$ cat src/rtl/piso_pkg.sv
// piso_pkg: shared constants for the parallel-in serial-out shift register.
//   PISO_DEFAULT_WIDTH - default parallel word width
//   PISO_DEFAULT_FILL  - default bit shifted into the vacated register end
package piso_pkg;

    localparam int   PISO_DEFAULT_WIDTH = 4;
    localparam logic PISO_DEFAULT_FILL  = 1'b0;

endpackage : piso_pkg

$ cat src/rtl/piso.sv
// piso: parallel-in, serial-out shift register.
// Captures a WIDTH-bit word when load is high and then emits it one bit
// per clock. The first bit appears right after the load edge.
// Ports:
//   clk     - rising-edge clock for all state
//   reset   - asynchronous, active-high clear of the shift register
//   load    - 1: capture datain at the next edge, 0: shift at the next edge
//   datain  - parallel word, sampled only on edges where load=1
//   dataout - serial bit, the output-end bit of the shift register
module piso
    import piso_pkg::*;
#(
    parameter int   WIDTH     = PISO_DEFAULT_WIDTH,
    parameter bit   MSB_FIRST = 1'b1,
    parameter logic FILL_BIT  = PISO_DEFAULT_FILL
) (
    input  logic             clk,
    input  logic             reset,
    input  logic             load,
    input  logic [WIDTH-1:0] datain,
    output logic             dataout
);

    logic [WIDTH-1:0] shreg_r;
    logic [WIDTH-1:0] shift_s;

    // Shift direction and output end are fixed at elaboration time.
    // dataout is taken straight from a register bit, so no input reaches it
    // combinationally.
    generate
        if (MSB_FIRST) begin : g_msb_first
            assign shift_s = {shreg_r[WIDTH-2:0], FILL_BIT};
            assign dataout = shreg_r[WIDTH-1];
        end else begin : g_lsb_first
            assign shift_s = {FILL_BIT, shreg_r[WIDTH-1:1]};
            assign dataout = shreg_r[0];
        end
    endgenerate

    // Shift register: reset clears, load captures the word, otherwise shift.
    // The fill bit enters the vacated end, so over-shifting never wraps.
    always_ff @(posedge clk or posedge reset) begin
        if (reset) begin
            shreg_r <= {WIDTH{1'b0}};
        end else if (load) begin
            shreg_r <= datain;
        end else begin
            shreg_r <= shift_s;
        end
    end

endmodule : piso

$ cat config.mk
export PLATFORM = sky130hd
export DESIGN_NAME = piso
export DESIGN_NICKNAME = d
export VERILOG_FILES = /design/src/rtl/piso_pkg.sv /design/src/rtl/piso.sv
export SDC_FILE = /design/constraint.sdc
export NUM_CORES = 1
export LEC_CHECK = 0
export CORE_AREA = 4 4 41 43
export CTS_CLUSTER_DIAMETER = 200
export CTS_CLUSTER_SIZE = 14
export DETAILED_ROUTE_END_ITERATION = 10
export DIE_AREA = 0 0 45 47
export PLACE_DENSITY = 0.43
export SYNTH_ARGS = -nofsm -noshare
export SYNTH_HDL_FRONTEND = slang
export SYNTH_SLANG_ARGS = --single-unit
$ cat constraint.sdc
create_clock -name clk -period 1.1 [get_ports clk]
set_clock_uncertainty 0.2 [all_clocks]
set_input_delay 0.165 -clock clk [delete_from_list [all_inputs] [get_ports clk]]
set_output_delay 0.165 -clock clk [all_outputs]
set_load 0.05 [all_outputs]
==> impl_results.rst <==
.. list-table::
   :header-rows: 1

   * - Metric
     - Value
   * - CP max stage cell
     - dfrtp_1
   * - Sequential element share of the synthesized area
     - 0.690
   * - Core area
     - 1300 µm²
   * - Floorplan die width
     - 45 µm
   * - Overflow left after global routing
     - 0
   * - CTS tree
     - built
   * - Largest net degree at the start of global routing
     - 5
   * - Share of total power in the clock network
     - 0.436
   * - Leakage dissipation
     - 0.122 nW
   * - Violations in the final reports
     - setup timing
   * - Outcome
     - finished, violations left
   * - Setup violators final
     - 1
   * - Relative area change from synthesis to final layout
     - 89.7%
   * - Portion of the clock cycle consumed by the worst path in the final layout
     - 1.04
   * - Hold depth
     - 2
   * - Global-route wire length before repair
     - 579 µm
   * - Power share of the sequential group
     - 0.399
   * - Total count of hold-check failures in the final report
     - 0
   * - Number of standard cells in the layout, taps in and fillers out
     - 35
   * - Total routing usage reported by global routing
     - 0.0492
   * - Switching power
     - 0.0861 mW
   * - Reg-to-Reg End
     - shreg_r[3]
   * - Number of antenna cells inserted
     - 0
   * - Syn_area_per_cell
     - 16.1 µm²
   * - End point of the most critical hold path
     - shreg_r[0]
   * - Crit Reg-Reg Startpoint
     - shreg_r[2]
   * - Most heavily used metal layer in global routing
     - met3
   * - Launching element type of the critical path
     - register
   * - Setup crit end kind
     - output pin
   * - Fraction of power consumed by combinational cells
     - 0.165
   * - Largest register FFs
     - 4
   * - Clock slew seen by the registers of the worst setup and hold paths
     - 40 ps
   * - Worst VDD drop
     - 591 µV
   * - Total non-filler cell area in the finished layout
     - 275 µm²
   * - Cell type group with the largest total delay on the critical path
     - flip-flops
   * - CP peak stage delay
     - 390 ps
   * - Violation count after the first detailed-routing iteration
     - 3
   * - DIE AREA
     - 2120 µm²
   * - Routed wire length per instance
     - 8.97 µm
   * - Launch point of the worst hold path
     - load
   * - # Max-Cap Violations
     - 0
   * - Critical path required time
     - 730 ps
   * - Total wire length after detailed routing
     - 314 µm
   * - CTS buffer count
     - 3
   * - Net count reported at finish
     - 29
   * - Hold/Removal Path Class
     - in2reg
   * - Final Slew Violations
     - 0
   * - Syn Inst Count
     - 9
   * - DRC violation count after routing
     - 0
   * - Data arrival time of the worst path
     - 770 ps
   * - Latest clock arrival within the worst-skew pair
     - 230 ps
   * - Die height
     - 47 µm
   * - Total placed cells including tap cells
     - 31
   * - Starting density of the core
     - 0.112
   * - Unrepaired setup endpoints after global routing
     - yes
   * - Placer's final routability congestion estimate
     - 0.625
   * - Ports
     - 8
   * - Post-place setup slack
     - -305 ps
   * - Ratio of cells with drive above 1 in the final layout
     - 0.400
   * - Area of placed instances
     - 244 µm²
   * - Highest clock rate
     - 0.878 GHz
   * - Total of warnings raised by yosys
     - 0
   * - Drt first pass iters
     - 2
   * - Registers with the most flip-flops
     - shreg_r (4)
   * - Number of nets with antenna violations after detailed routing
     - 0
   * - Minimum clock period after layout
     - 1140 ps
   * - Synthesized area
     - 145 µm²
   * - Power per unit of standard cell area
     - 1490 nW/µm²
   * - Met2 capacity usage during global routing
     - 0.0593
   * - Switching fraction of total power
     - 0.210
   * - Design internal power
     - 0.324 mW
   * - Count of input and output buffers
     - 7
   * - Drt via density
     - 3.17
   * - Met3 capacity usage during global routing
     - 0.0766
   * - Cells along the critical path
     - buf_12
   * - Largest register by flop count
     - shreg_r
   * - Number of buffers on the longest clock path
     - 2
   * - Fin worst setup slack
     - -38.6 ps
   * - Nets in the synthesized netlist
     - 16
   * - Worst reg2reg setup slack
     - 180 ps
   * - Path type of the worst setup path
     - reg2out
   * - Register-to-Register Path Depth
     - 1
   * - Max-Slew Margin vs Limit
     - 0.889
   * - Yosys reg bits
     - 4
   * - Biggest fanout along the worst timing path
     - 1
   * - Number of cell rows
     - 13
   * - Initial antenna violation count
     - 0
   * - Root buffer selected by CTS
     - clkbuf_4
   * - CTS Sinks
     - 4
   * - Met1 Usage GRT
     - 0.0346
   * - Pin slew with the least headroom to its limit
     - 166 ps
   * - Design Power
     - 0.410 mW
   * - Number of H-tree branching levels
     - 1
   * - Number of buffer and inverter instances along the worst setup path
     - 1
   * - Netlist cell types
     - 4
   * - Total vias in the final route
     - 111
   * - Vias in the first global route
     - 144
synth_stat cells:
cell type | count | area, µm²
dfrtp_1 | 4 | 100
mux2_2 | 3 | 33.8
and2_2 | 1 | 7.51
inv_1 | 1 | 3.75
power by group through the flow:
| stage | logic [mW] | clock network (mW) | registers [mW] |
|---|---|---|---|
| finish | 0.0676 | 0.179 | 0.164 |
| CTS | 0.0691 | 0.191 | 0.164 |
| global placement | 0.0654 | 0 | 0.165 |
| floorplan | 0.0142 | 0 | 0.176 |
| detailed placement | 0.0670 | 0 | 0.166 |
| global route | 0.0730 | 0.214 | 0.165 |
cell families after synthesis:
| kind of cell | share of synthesized area |
|---|---|
| buffers and inverters | 0.0258 |
| muxes | 0.233 |
| DFF | 0.690 |
| and+or+nand+nor | 0.0517 |
metal layers:
layer	part of all wire	up-vias
li1	-	51
met1	0.40	49
met2	0.32	11
met3	0.28	0
met4	0	0
met5	0	-
metrics by stage:
stage / util / hold slack [ps] / setup TNS, ps
finish: 0.212 / 213 / -38.6
global route: 0.212 / 261 / -71.7
CTS: 0.212 / 224 / -52.9
detailed placement: 0.188 / 158 / -994
global placement: 0.188 / 159 / -875
floorplan: - / -269 / 0
worst max path at each step:
stage / cells after the start / slack [ps] / startpoint / end
finish: 1 / -40 / shreg_r[3] / dataout
global route: 1 / -70 / shreg_r[3] / dataout
CTS: 1 / -50 / shreg_r[3] / dataout
detailed placement: 2 / -300 / load / shreg_r[3]
global placement: 2 / -280 / load / shreg_r[3]
floorplan: 0 / 150 / shreg_r[3] / dataout
final cells by class:
class,count,area [µm²]
Tap cell,15,18.8
Inverter,1,3.75
Multi-Input combinational cell,4,41.3
Fill cell,154,1030
Clock buffer,3,22.5
Timing Repair Buffer,8,88.8
Sequential cell,4,100
cells in the final DEF, fill, tap and decap left out, drive strengths merged:
cell type | netlist | routed
dlygate4sd3 | 0 | 1
clkdlybuf4s50 | 0 | 5
buf | 0 | 1
mux2 | 3 | 3
inv | 1 | 1
dfrtp | 4 | 4
dlygate4sd2 | 0 | 1
and2 | 1 | 1
clkbuf | 0 | 3
timing repair:
item | CTS | global route
buffers inserted | 0 | 0
hold endpoints to repair | 4 | 0
hold buffers | 1 | 0
setup endpoints to repair | 4 | 1
resized for setup | 1 | 0
gates cloned | 0 | 0
No activity file was read; power rests on OpenSTA's default activity.
